[config.mk]
export PLATFORM = sky130hd
export DESIGN_NAME = sfp_link_ctrl
export DESIGN_NICKNAME = d
export VERILOG_FILES = /design/src/rtl/sfp_link_ctrl.sv
export SDC_FILE = /design/constraint.sdc
export NUM_CORES = 1
export LEC_CHECK = 0
export CORE_MARGIN = 3
export CORE_UTILIZATION = 35
export DETAILED_ROUTE_END_ITERATION = 10
export GPL_ROUTABILITY_DRIVEN = 0
export PLACE_DENSITY_LB_ADDON = 0.05
export RECOVER_POWER = 100
export SETUP_SLACK_MARGIN = 0.5
export SLEW_MARGIN = 20
export SYNTH_ARGS = -nofsm -noshare
export SYNTH_HDL_FRONTEND = slang
export SYNTH_SLANG_ARGS = --single-unit
[constraint.sdc]
create_clock -name clk100 -period 5.95 [get_ports clk100]
set_input_delay 1.4875 -clock clk100 [delete_from_list [all_inputs] [get_ports clk100]]
set_output_delay 1.4875 -clock clk100 [all_outputs]
set_load 0.01 [all_outputs]
[src/rtl/sfp_link_ctrl.sv]
// SFP port supervisor for ETH0: synchronizes and debounces the module status pins,
// sequences TX_DISABLE, runs the fault-recovery retry loop with lockout and qualifies link_ok.
module sfp_link_ctrl #(
  parameter int unsigned DEBOUNCE_CYCLES = 1000,
  parameter int unsigned STARTUP_CYCLES  = 100000,
  parameter int unsigned SETTLE_CYCLES   = 50000,
  parameter int unsigned FAULT_HOLD      = 1000,
  parameter int unsigned MAX_RETRY       = 3
) (
  input  logic       clk100,
  input  logic       sys_rst,
  input  logic       sfp_tx_fault,
  input  logic       sfp_rx_los,
  input  logic       sfp_clk_alarm_b,
  input  logic       pcs_block_lock,
  input  logic       clear_lockout,
  output logic       sfp_tx_disable,
  output logic       link_ok,
  output logic       tx_fault_db,
  output logic       rx_los_db,
  output logic       clk_alarm_db,
  output logic [3:0] retry_cnt,
  output logic [2:0] state
);

  localparam logic [2:0] ST_RESET_HOLD = 3'd0;
  localparam logic [2:0] ST_ENABLE     = 3'd1;
  localparam logic [2:0] ST_RUN        = 3'd2;
  localparam logic [2:0] ST_FAULT      = 3'd3;
  localparam logic [2:0] ST_LOCKOUT    = 3'd4;

  localparam logic [23:0] DEB_LAST     = 24'(DEBOUNCE_CYCLES - 1);
  localparam logic [23:0] STARTUP_LAST = 24'(STARTUP_CYCLES - 1);
  localparam logic [23:0] SETTLE_LAST  = 24'(SETTLE_CYCLES - 1);
  localparam logic [23:0] FAULT_LAST   = 24'(FAULT_HOLD - 1);
  localparam logic [23:0] TIMER_MAX    = 24'hFF_FFFF;
  localparam logic [3:0]  RETRY_MAX    = 4'(MAX_RETRY);

  // Synchronizer bit order {lock, alarm_b, los, fault}; idle values assume a dark, unlocked port.
  localparam logic [3:0]  SYNC_RST     = 4'b0110;
  // Debounced flag order {alarm (active-high), los, fault}.
  localparam logic [2:0]  DB_RST       = 3'b010;

  logic [3:0]       pins_s;
  logic [3:0]       sync1_q;
  logic [3:0]       sync2_q;
  logic [2:0]       db_in_s;
  logic [2:0]       db_q;
  logic [2:0]       db_d;
  logic [2:0][23:0] db_cnt_q;
  logic [2:0][23:0] db_cnt_d;
  logic [2:0]       state_q;
  logic [2:0]       state_d;
  logic [23:0]      timer_q;
  logic [23:0]      timer_d;
  logic [3:0]       retry_q;
  logic [3:0]       retry_d;
  logic             tx_disable_q;
  logic             tx_disable_d;
  logic             link_ok_q;
  logic             link_ok_d;
  logic             fault_db_s;

  assign pins_s     = {pcs_block_lock, sfp_clk_alarm_b, sfp_rx_los, sfp_tx_fault};
  assign db_in_s    = {~sync2_q[2], sync2_q[1], sync2_q[0]};
  assign fault_db_s = db_q[0];

  // Two-flop synchronizers for all asynchronous status inputs.
  always_ff @(posedge clk100 or posedge sys_rst) begin
    if (sys_rst) begin
      sync1_q <= SYNC_RST;
      sync2_q <= SYNC_RST;
    end else begin
      sync1_q <= pins_s;
      sync2_q <= sync1_q;
    end
  end

  // Debounce next-state: a flag only follows its input after DEBOUNCE_CYCLES disagreeing cycles.
  always_comb begin
    db_d     = db_q;
    db_cnt_d = db_cnt_q;
    for (int i = 0; i < 3; i++) begin
      if (db_in_s[i] == db_q[i]) begin
        db_cnt_d[i] = 24'd0;
      end else if (db_cnt_q[i] == DEB_LAST) begin
        db_d[i]     = db_in_s[i];
        db_cnt_d[i] = 24'd0;
      end else begin
        db_cnt_d[i] = db_cnt_q[i] + 24'd1;
      end
    end
  end

  // Debounce registers.
  always_ff @(posedge clk100 or posedge sys_rst) begin
    if (sys_rst) begin
      db_q     <= DB_RST;
      db_cnt_q <= '0;
    end else begin
      db_q     <= db_d;
      db_cnt_q <= db_cnt_d;
    end
  end

  // FSM state register.
  always_ff @(posedge clk100 or posedge sys_rst) begin
    if (sys_rst) begin
      state_q <= ST_RESET_HOLD;
    end else begin
      state_q <= state_d;
    end
  end

  // FSM next-state logic; a fault in ENABLE takes priority over settle completion.
  always_comb begin
    state_d = state_q;
    case (state_q)
      ST_RESET_HOLD: begin
        if (timer_q == STARTUP_LAST) state_d = ST_ENABLE;
        else                         state_d = ST_RESET_HOLD;
      end
      ST_ENABLE: begin
        if (fault_db_s)                   state_d = ST_FAULT;
        else if (timer_q == SETTLE_LAST)  state_d = ST_RUN;
        else                              state_d = ST_ENABLE;
      end
      ST_RUN: begin
        if (fault_db_s) state_d = ST_FAULT;
        else            state_d = ST_RUN;
      end
      ST_FAULT: begin
        if (timer_q == FAULT_LAST) begin
          if (retry_q >= RETRY_MAX) state_d = ST_LOCKOUT;
          else                      state_d = ST_ENABLE;
        end else begin
          state_d = ST_FAULT;
        end
      end
      ST_LOCKOUT: begin
        if (clear_lockout) state_d = ST_RESET_HOLD;
        else               state_d = ST_LOCKOUT;
      end
      default: state_d = ST_RESET_HOLD;
    endcase
  end

  // FSM output logic: timer, retry counter, TX_DISABLE decode and link qualification.
  always_comb begin
    timer_d      = timer_q;
    retry_d      = retry_q;
    tx_disable_d = 1'b1;
    link_ok_d    = 1'b0;

    if (state_d != state_q) begin
      timer_d = 24'd0;
    end else if ((state_q == ST_RUN) && (timer_q == SETTLE_LAST)) begin
      timer_d = timer_q;
    end else if (timer_q != TIMER_MAX) begin
      timer_d = timer_q + 24'd1;
    end else begin
      timer_d = timer_q;
    end

    if ((state_d == ST_FAULT) && (state_q != ST_FAULT)) begin
      if (retry_q >= RETRY_MAX) retry_d = retry_q;
      else                      retry_d = retry_q + 4'd1;
    end else if ((state_q == ST_RUN) && (state_d == ST_RUN) && (timer_q == SETTLE_LAST)) begin
      retry_d = 4'd0;
    end else if ((state_q == ST_LOCKOUT) && (state_d == ST_RESET_HOLD)) begin
      retry_d = 4'd0;
    end else begin
      retry_d = retry_q;
    end

    if ((state_d == ST_ENABLE) || (state_d == ST_RUN)) tx_disable_d = 1'b0;
    else                                               tx_disable_d = 1'b1;

    // LOS, alarm and lock loss only gate link_ok; they never move the FSM.
    link_ok_d = (state_q == ST_RUN) & ~db_q[1] & ~db_q[2] & sync2_q[3];
  end

  // Registered FSM outputs and datapath.
  always_ff @(posedge clk100 or posedge sys_rst) begin
    if (sys_rst) begin
      timer_q      <= 24'd0;
      retry_q      <= 4'd0;
      tx_disable_q <= 1'b1;
      link_ok_q    <= 1'b0;
    end else begin
      timer_q      <= timer_d;
      retry_q      <= retry_d;
      tx_disable_q <= tx_disable_d;
      link_ok_q    <= link_ok_d;
    end
  end

  assign sfp_tx_disable = tx_disable_q;
  assign link_ok        = link_ok_q;
  assign tx_fault_db    = db_q[0];
  assign rx_los_db      = db_q[1];
  assign clk_alarm_db   = db_q[2];
  assign retry_cnt      = retry_q;
  assign state          = state_q;

endmodule
==> results of run 1 <==
==> cells in the mapped netlist, types with 11 or more instances <==
cell,count,area share
inv_1,14,0.0087
xnor2_1,50,0.072
and3_1,13,0.013
nand3_1,34,0.028
nor2_1,93,0.058
dfrtp_1,110,0.46
xor2_1,27,0.039
nand2_1,36,0.022
clkbuf_1,11,0.0068
a211oi_2,11,0.023
nor3_1,32,0.026
or3_1,11,0.011
nor4_1,18,0.019
nand4_1,22,0.023
==> registers in the layout, summed over array words and instances (netlist names) <==
| register | flops |
|---|---|
| link_ok | 1 |
| timer_q | 24 |
| sync2_q | 4 |
| db_q | 3 |
| sync1_q | 4 |
| retry_cnt | 4 |
| sfp_tx_disable | 1 |
| state | 3 |
| db_cnt_q | 72 |
==> kinds of logic after synthesis <==
family,after synthesis
multiplexers,4
AO/OA/AOI/OAI,50
XOR/XNOR,77
buffers and inverters,38
adder cells (fa/ha/maj),5
AND/OR/NAND/NOR,320
flip-flops,116
==> layout by cell type (no fill, tap or decap), types with 4 or more instances in the layout <==
cell type / count
a211oi_1: 14
and2_1: 5
and3_1: 13
and4_1: 10
clkbuf_1: 9
clkbuf_16: 17
clkbuf_8: 4
dfrtp_1: 110
dfstp_2: 6
dlygate4sd3_1: 18
ha_1: 5
inv_1: 13
nand2_1: 36
nand3_1: 34
nand4_1: 22
nor2_1: 93
nor2b_1: 6
nor3_1: 33
nor4_1: 17
nor4b_1: 5
o21ai_0: 5
o21ai_1: 6
o31ai_1: 8
or2_2: 4
or3_1: 11
or4_1: 10
xnor2_1: 50
xor2_1: 27
==> layout make-up <==
class                      count  area (um2)
clock buffer                  27         503
fill                        1651        9860
inverter                      14        53.8
tap                          220         275
multi-input combinational    456        2870
clock inverter                 5        75.1
sequential                   116        2910
timing repair buffer          24         219
==> metal layers <==
metal  vias up  track usage
met5         -            0
met2        79        0.224
met3        15       0.0387
met1      2199        0.228
met4         0       0.0432
li1       2214            -
==> power by group through the flow <==
stage | logic [W] | registers [W] | clock network [W]
6_report | 0.0000411 | 0.000804 | 0.000999
4_1_cts | 0.0000458 | 0.000804 | 0.00103
2_1_floorplan | 0.0000291 | 0.000816 | 0
3_5_place_dp | 0.0000455 | 0.000817 | 0
3_3_place_gp | 0.0000448 | 0.000817 | 0
5_1_grt | 0.0000491 | 0.000804 | 0.00107
==> stage by stage <==
stage	worst slack, ps	total power [W]	hold WS (ps)	cell area, um2
final	2170	0.00184	357	6900
after CTS	2740	0.00188	359	6970
after floorplan	1400	0.000845	331	6050
after detailed placement	2580	0.000863	337	6390
after global placement	2620	0.000862	341	6390
after global routing	1680	0.00192	360	6900
==> critical path, cell delays in order <==
cell	delay, ps
dlygate4sd3_1	540
clkinvlp_2	900
clkbuf_2	1110
==> worst min-delay path by stage <==
stage                               from                    to  slack (ps)  depth (start not counted)
floorplan           sync1_q[0]$_DFF_PP0_  sync2_q[0]$_DFF_PP0_         330                          0
global placement    sync1_q[3]$_DFF_PP0_  sync2_q[3]$_DFF_PP0_         340                          0
detailed placement  sync1_q[0]$_DFF_PP0_  sync2_q[0]$_DFF_PP0_         340                          0
CTS                 sync1_q[2]$_DFF_PP1_  sync2_q[2]$_DFF_PP1_         360                          0
global route        sync1_q[2]$_DFF_PP1_  sync2_q[2]$_DFF_PP1_         360                          0
finish              sync1_q[2]$_DFF_PP1_  sync2_q[2]$_DFF_PP1_         360                          0
==> results by group, run 1 <==
Run status
  • Failing checks: max-capacitance violations, max-slew violations
  • Status: complete, but fails checks

Yosys
  • Post-synthesis adder-cell area fraction: 0.0103
  • Largest family of logic cells by synthesized area: simple AND/OR/NAND/NOR gates
  • Simple-Gate Fraction of Synth Area: 0.285
  • Ys async rst share: 1.00
  • Netlist cell types: 59
  • Top FF cell, synth: dfrtp_1
  • Post-synth EDFFs: 0
  • Mapped cell area: between 6000 and 7000 um2
  • Seq/Total Area, Yosys: 0.481
  • Post-synthesis mux area share: 0.00704
  • Synthesized instance count: a little over 600
  • Yosys warning count: 0
  • Synth Net Count: ~620
  • Post-synthesis xor/xnor area fraction: 0.112
  • Synth Area in Compound Gates: 0.0704
  • Synthesis-stage register bit count: roughly 120
  • Avg Cell Area, Syn: 9.91 um2

STA
  • Period utilization: 0.635
  • Hold violation total from the final report: 0
  • Min cycle time layout: roughly 3800 ps
  • Fmax: between 200 and 300 MHz
  • Final Slew Violations: 33
  • Worst Tran Pin Value: 1550 ps
  • Final setup violation count: 0
  • Clock Skew: slightly below 9 ps
  • Setup repair after global routing missed its margin: false
  • Setup TNS: 0 ps
  • Worst slew margin relative to its limit: -0.0391

CTS
  • Worst skew pair latency: roughly 400 ps
  • Root buf cell: clkbuf_16
  • Clk slew on worst S/H paths: about 50 ps
  • Max Buffers Root-to-Sink: 2
  • CTS hold repair buffers: 0
  • TritonCTS clock tree: built
  • Post-CTS Setup Bufs: 0
  • Cts repair resizes: 0
  • H-tree Lvls: 4
  • Clock sink total: around 120
  • CTS buffer count: 17

Global route
  • Vias in the first global route: between 4k and 5k
  • Largest net degree at the start of global routing: 52
  • First-pass GRT wire length: around 23 mm
  • Gr usage total: 0.155
  • Initial antenna violation count: 1
  • Grt ovf: 0

Floorplan
  • Row count: 47
  • Die width: 137 um
  • Die ar.: 18900 um2
  • Die Ht: 137 um
  • Initial core utilization: 0.361
  • Core area: 16800 um2
  • Boundary pin count: 19

Power
  • Worst IR Drop VDD: around 0.00020 V
  • Pwr/cell area: 267 nW/um2
  • Register share of total power: 0.436
  • Net Sw Frac: 0.204
  • Clock share of power: 0.542
  • Leakage: just under 3 nW
  • Sw power: ~0.00038 W
  • Part of the power in combinational logic: 0.022
  • P_int: about 0.0015 W

Place
  • Count of input and output buffers: 18
  • Placed Cells: approximately 830
  • Detailed placement HPWL: between 8 and 9 mm

Worst setup path
  • WP data required: around 6300 ps
  • CP Launch Type: input pin
  • CP Capture Type: asynchronous set/reset pin
  • Worst-path fanout max: 51
  • CP arrival: 4090 ps
  • Worst Setup EP: db_cnt_q[3]$_DFF_PP0_
  • Reg2Reg Setup Slack: 2680 ps
  • CP Class: in2async
  • FF-to-FF Start: timer_q[0]$_DFFE_PP0P_
  • RR Endpoint: timer_q[22]$_DFFE_PP0P_
  • R2R cell count: 7
  • Critical path origin: sys_rst

Run
  • Max Cap Viol: 1

Route
  • DRC: 0
  • Antenna Violating Nets Remaining: 0
  • Drt total wl: ~14 mm
  • Initial DRC Count: 261
  • M1 WL: approximately 7.0 mm
  • WL per Instance: approximately 16 um
  • Drt pass-1 iters: 4
  • Via count: approximately 4.5k
  • Total length of routed met3 wires: 466 um
  • Met2 WL: 5.95 mm
  • Highest Signal Layer: met4
  • DR vias/cell: approximately 5.2

Final layout
  • Fin cells: between 800 and 900
  • Final core utilization: 0.412
  • Final nets: between 600 and 700
  • N_diodes: 0
  • Area growth syn-to-layout: 14.2%
  • Share of cells above drive strength 1: 0.0857

Hold path
  • HP Class: reg2reg
No activity file was read; power rests on OpenSTA's default activity.
==> inputs of run 2 (changes only) <==
Clock period 5.95 ns to 3.33 ns, I/O delays scaled along.
==> run 2 against run 1 <==
Against the previous run:
- the flow now finishes without violations
- design area rose by 0.92%
- worst hold slack got worse by 3.0 ps
- utilization rose by 0.38 points
- critical endpoint is now timer_q[13]$_DFFE_PP0P_
- largest power group unchanged
==> results by group, run 2 (same netlist as run 1, synthesis figures left out) <==
Worst setup path
  • WP data required: 3730 ps (was 6260 ps)
  • CP Capture Type: asynchronous set/reset pin (unchanged)
  • CP Launch Type: input pin (unchanged)
  • CP arrival: 3020 ps (was 4090 ps)
  • Worst-path fanout max: 37 (was 51)
  • CP Class: in2async (unchanged)

Global route
  • First-pass GRT wire length: 22.4 mm (was 23.0 mm)
  • Grt ovf: 0 (unchanged)
  • Initial antenna violation count: 0 (was 1)
  • Largest net degree at the start of global routing: 55 (was 52)
  • Gr usage total: 0.151 (was 0.155)
  • Vias in the first global route: 4437 (was 4384)

STA
  • PnR worst setup slack: 705 ps (was 2170 ps)
  • Final Slew Violations: 0 (was 33)
  • Hold violation total from the final report: 0 (unchanged)
  • Period utilization: 0.788
  • Setup TNS: 0 ps (unchanged)
  • Worst Tran Pin Value: 1250 ps (was 1550 ps)
  • Clock Skew: 8.35 ps (was 8.69 ps)
  • Worst slew margin relative to its limit: 0.164 (was -0.0391)
  • Final setup violation count: 0 (unchanged)
  • Min cycle time layout: 2620 ps
  • Setup repair after global routing missed its margin: false (unchanged)
  • Final Hold Slack: 354 ps (was 357 ps)
  • Fmax: around 380 MHz

CTS
  • H-tree Lvls: 4 (unchanged)
  • CTS hold repair buffers: 0 (unchanged)
  • Clock sink total: 116 (unchanged)
  • Post-CTS Setup Bufs: 0 (unchanged)
  • Worst skew pair latency: 410 ps (about the same)
  • Max Buffers Root-to-Sink: 2 (unchanged)
  • TritonCTS clock tree: built (unchanged)
  • Clk slew on worst S/H paths: 50 ps (about the same)
  • CTS buffer count: 17 (unchanged)
  • Root buf cell: clkbuf_16 (unchanged)
  • Cts repair resizes: 0 (unchanged)

Place
  • Detailed placement HPWL: 8.70 mm (was 8.96 mm)
  • Place WS: 768 ps (was 2580 ps)
  • Count of input and output buffers: 18 (unchanged)

Route
  • Drt pass-1 iters: 4 (unchanged)
  • Antenna Violating Nets Remaining: 0 (unchanged)
  • DRC: 0 (unchanged)
  • WL per Instance: 15.2 um (was 15.7 um)
  • Via count: 4458 (was 4507)
  • DR vias/cell: 5.16 (was 5.23)
  • Drt total wl: 13.2 mm (was 13.6 mm)
  • Initial DRC Count: 240 (was 261)

Floorplan
  • Die ar.: 18900 um2 (unchanged)
  • Die width: 137 um (unchanged)
  • Initial core utilization: 0.361 (unchanged)
  • Core area: 16800 um2 (unchanged)
  • Row count: 47 (unchanged)
  • Boundary pin count: 19 (unchanged)
  • Die Ht: 137 um (unchanged)

Final layout
  • Area growth syn-to-layout: 15.2% (was 14.2%)
  • Most common cell after layout, fill and taps aside: dfrtp_1 (unchanged)
  • Max reg flops: 72 (unchanged)
  • Share of cells above drive strength 1: 0.0916 (was 0.0857)
  • Top Registers: db_cnt_q (72), timer_q (24) (unchanged)
  • N_diodes: 0 (unchanged)
  • Final nets: 643 (was 641)
  • Most frequent cells in the layout: dfrtp_1, nor2_1, xnor2_1 (unchanged)
  • Biggest register: db_cnt_q (unchanged)

Power
  • Leakage: 2.99 nW (was 2.95 nW)
  • Worst IR Drop VDD: 0.000355 V (was 0.000197 V)
  • Pwr/cell area: 492 nW/um2 (was 267 nW/um2)

Run
  • Max Cap Viol: 0 (was 1)

Run status
  • Status: complete, no violations (was complete, but fails checks)

Hold path
  • HP Class: reg2reg (unchanged)
## run 2: cell count changes in the layout (fill, tap and decap cells not counted), moves of 2 or more
| cell | delta |
|---|---|
| clkinv_2 | +2 |
| bufinv_16 | +2 |
| clkbuf_8 | -2 |
| clkbuf_1 | -3 |
## run 2: final timing paths
check,end,from,slack (ps),cells past startpoint
max,timer_q[13]$_DFFE_PP0P_,sys_rst,710,3
min,sync2_q[3]$_DFF_PP0_,sync1_q[3]$_DFF_PP0_,350,0
max reg2reg,db_cnt_q[45]$_DFF_PP0_,db_cnt_q[24]$_DFF_PP0_,710,7
min reg2reg,sync2_q[3]$_DFF_PP0_,sync1_q[3]$_DFF_PP0_,350,0
max in group clk100,db_cnt_q[45]$_DFF_PP0_,db_cnt_q[24]$_DFF_PP0_,710,7
min in group asynchronous,db_cnt_q[30]$_DFF_PP0_,sys_rst,1140,2
## run 2: per-stage QoR
step	util	total power (W)	cells	instance area (um2)
global placement	0.384	0.00154	832	6440
global route	0.416	0.00357	864	6970
finish	0.416	0.00343	864	6970
detailed placement	0.384	0.00155	832	6440
floorplan	-	0.00151	610	6050
CTS	0.421	0.00350	864	7060
## run 2: layout make-up
cell class,count,area (um2)
Clock inverter,10,154
Inverter,14,53.8
Sequential cell,116,2910
Clock buffer,22,464
Tap cell,220,275
Multi-Input combinational cell,456,2870
Timing Repair Buffer,26,236
Fill cell,1672,9790
## run 2: worst max-delay path, stage by stage
cell and delay, ps:
dlygate4sd3_1 540, clkinvlp_2 740, clkbuf_2 880
## run 2: report_power, final
group	switching, W	leakage (nW)	internal [W]	total [W]
Combinational	0.0000553	1.23	0.0000206	0.0000758
Clock	0.000628	0.308	0.00128	0.00191
Sequential	0.00000961	1.45	0.00143	0.00144
## run 2: layer usage
layer | vias to the layer above | GRT usage | part of all wire
met5 | - | 0 | 0
met4 | 0 | 0.0510 | 0.010
met3 | 11 | 0.0405 | 0.033
met2 | 52 | 0.241 | 0.49
met1 | 2183 | 0.198 | 0.47
li1 | 2212 | - | -
==> inputs of run 3 (changes only) <==
Clock period 3.33 ns to 2.4 ns, I/O delays scaled along.
==> run 3 against run 2 <==
Against the previous run:
- sequential power increased by 38%
- largest power group unchanged
- total power increased by 35%
- combinational power increased by 40%
- count of clock-buffer cells in the layout decreased by 1
- non-clock buffer count increased by 50
- via count increased by 6.3%
- first-iteration DRC count increased by 16%
- highest routed layer unchanged
- clock skew about the same
- sequential share of layout area decreased by 3.5 points
==> results by group, run 3 (same netlist as run 1, synthesis figures left out) <==
Final layout
  • Fin area: 7660 um2 (was 6970 um2)
  • N_diodes: 0 (unchanged)
  • Biggest register: db_cnt_q (unchanged)
  • Top Registers: db_cnt_q (72), timer_q (24) (unchanged)
  • Final nets: 693 (was 643)
  • # fillers: 1609 (was 1672)
  • Area growth syn-to-layout: 26.8% (was 15.2%)
  • Fin cells: 914 (was 864)
  • Share of cells above drive strength 1: 0.220 (was 0.0916)
  • Final core utilization: 0.457 (was 0.416)
  • Most common cell after layout, fill and taps aside: nor2_1 (was dfrtp_1)
  • Most frequent cells in the layout: nor2_1, dfrtp_1, xnor2_1 (was dfrtp_1, nor2_1, xnor2_1)
  • Max reg flops: 72 (unchanged)

Route
  • Via count: 4737 (was 4458)
  • DRC: 0 (unchanged)
  • Drt total wl: 14.3 mm (was 13.2 mm)
  • WL per Instance: 15.6 um (was 15.2 um)
  • Initial DRC Count: 279 (was 240)
  • DR vias/cell: 5.18 (was 5.16)
  • Antenna Violating Nets Remaining: 0 (unchanged)
  • Drt pass-1 iters: 4 (unchanged)

Floorplan
  • Core area: 16800 um2 (unchanged)
  • Die Ht: 137 um (unchanged)
  • Row count: 47 (unchanged)
  • Initial core utilization: 0.361 (unchanged)
  • Die width: 137 um (unchanged)
  • Boundary pin count: 19 (unchanged)
  • Die ar.: 18900 um2 (unchanged)

STA
  • Final setup violation count: 0 (unchanged)
  • Final Slew Violations: 0 (unchanged)
  • Clock Skew: 8.81 ps (was 8.35 ps)
  • Worst slew margin relative to its limit: 0.453 (was 0.164)
  • Setup TNS: 0 ps (unchanged)
  • Hold violation total from the final report: 0 (unchanged)
  • Worst Tran Pin Value: 817 ps (was 1250 ps)
  • Period utilization: 0.926
  • Min cycle time layout: roughly 2200 ps
  • Fmax: between 400 and 500 MHz
  • Setup repair after global routing missed its margin: true (was false)

Place
  • DP Area: 6640 um2 (was 6440 um2)
  • Count of input and output buffers: 18 (unchanged)
  • Detailed placement HPWL: 8.87 mm (was 8.70 mm)
  • Placed Cells: 849 (was 832)

CTS
  • CTS buffer count: 17 (unchanged)
  • Clk slew on worst S/H paths: 50 ps (about the same)
  • Max Buffers Root-to-Sink: 2 (unchanged)
  • Clock sink total: 116 (unchanged)
  • Worst skew pair latency: 420 ps (was 410 ps)
  • Root buf cell: clkbuf_16 (unchanged)
  • TritonCTS clock tree: built (unchanged)
  • H-tree Lvls: 4 (unchanged)
  • CTS hold repair buffers: 0 (unchanged)

Power
  • Worst IR Drop VDD: 0.000473 V (was 0.000355 V)
  • Leakage: 3.32 nW (was 2.99 nW)
  • Pwr/cell area: 603 nW/um2 (was 492 nW/um2)

Run
  • Max Cap Viol: 0 (unchanged)

Worst setup path
  • RR Endpoint: timer_q[8]$_DFFE_PP0P_ (was db_cnt_q[45]$_DFF_PP0_)
  • Reg2Reg Setup Slack: 180 ps (was 710 ps)
  • WP data required: 2720 ps (was 3730 ps)
  • CP Capture Type: flop (was asynchronous set/reset pin)
  • R2R cell count: 7 (unchanged)
  • FF-to-FF Start: timer_q[1]$_DFFE_PP0P_ (was db_cnt_q[24]$_DFF_PP0_)
  • CP arrival: 2540 ps (was 3020 ps)
  • Worst-path fanout max: 6 (was 37)
  • CP Class: reg2reg (was in2async)
  • CP Launch Type: flop (was input pin)

Hold path
  • Worst hold start: sync1_q[0]$_DFF_PP0_ (was sync1_q[3]$_DFF_PP0_)
  • Worst Hold End: sync2_q[0]$_DFF_PP0_ (was sync2_q[3]$_DFF_PP0_)
  • Hold depth: 0 (unchanged)
  • HP Class: reg2reg (unchanged)

Global route
  • First-pass GRT wire length: 24.1 mm (was 22.4 mm)
  • Initial antenna violation count: 0 (unchanged)
  • Grt ovf: 0 (unchanged)
  • Gr usage total: 0.162 (was 0.151)
  • Largest net degree at the start of global routing: 50 (was 55)
  • Vias in the first global route: 4774 (was 4437)

Run status
  • Status: complete, no violations (unchanged)
==> run 3: worst max-delay path by stage <==
stage                      startpoint                     end  slack (ps)  depth (start not counted)
6_report       timer_q[1]$_DFFE_PP0P_  timer_q[8]$_DFFE_PP0P_         180                          7
5_1_grt        timer_q[0]$_DFFE_PP0P_  timer_q[8]$_DFFE_PP0P_         100                          7
4_1_cts        timer_q[1]$_DFFE_PP0P_  timer_q[8]$_DFFE_PP0P_         240                          7
3_5_place_dp   timer_q[0]$_DFFE_PP0P_  timer_q[8]$_DFFE_PP0P_         150                          7
3_3_place_gp   timer_q[0]$_DFFE_PP0P_  timer_q[5]$_DFFE_PP0P_         180                          7
2_1_floorplan  timer_q[0]$_DFFE_PP0P_  timer_q[5]$_DFFE_PP0P_         290                          7
==> run 3: metal layers <==
metal	track usage	vias up	wire (um)
li1	-	2312	-
met1	0.219	2336	6980
met2	0.253	71	6640
met3	0.0431	18	438
met4	0.0560	0	217
met5	0	-	0
==> run 3: area by class of cell <==
cell class / count / area (um2) / share of cell area
well taps: 220 / 275 / 0.0359
multi-input cells: 456 / 3050 / 0.398
inverters: 14 / 53.8 / 0.00702
flip-flops and latches: 116 / 2930 / 0.383
clock inverters: 11 / 125 / 0.0163
repair buffers: 76 / 769 / 0.100
clock buffers: 21 / 460 / 0.0601
==> run 3: worst max-delay path, cell delays in order (launching register included) <==
cell	delay, ps
dfrtp_2	430
ha_4	170
nor4bb_4	150
and4_2	220
a32o_2	290
buf_6	150
or4_4	470
a211oi_1	240
==> run 3: what timing repair did <==
action                     CTS  global route
pin swaps                   10            14
resized for setup           49            33
buffers inserted            17             9
setup endpoints to repair   40            57
cloned                       4             3
==> run 3: metrics by stage <==
stage	hold WS [ps]	setup slack (ps)	power [W]
5_1_grt	363	97.9	0.00480
3_5_place_dp	347	150	0.00215
2_1_floorplan	331	294	0.00210
4_1_cts	359	245	0.00470
6_report	356	178	0.00462
3_3_place_gp	334	180	0.00215
==> run 3: power by group <==
part           leakage (nW)  switching (W)  total, W  internal [W]
logic                  1.59      0.0000765  0.000106     0.0000298
clock network         0.284       0.000935   0.00252       0.00159
registers              1.45      0.0000131   0.00199       0.00198
total                  3.32        0.00102   0.00462       0.00360
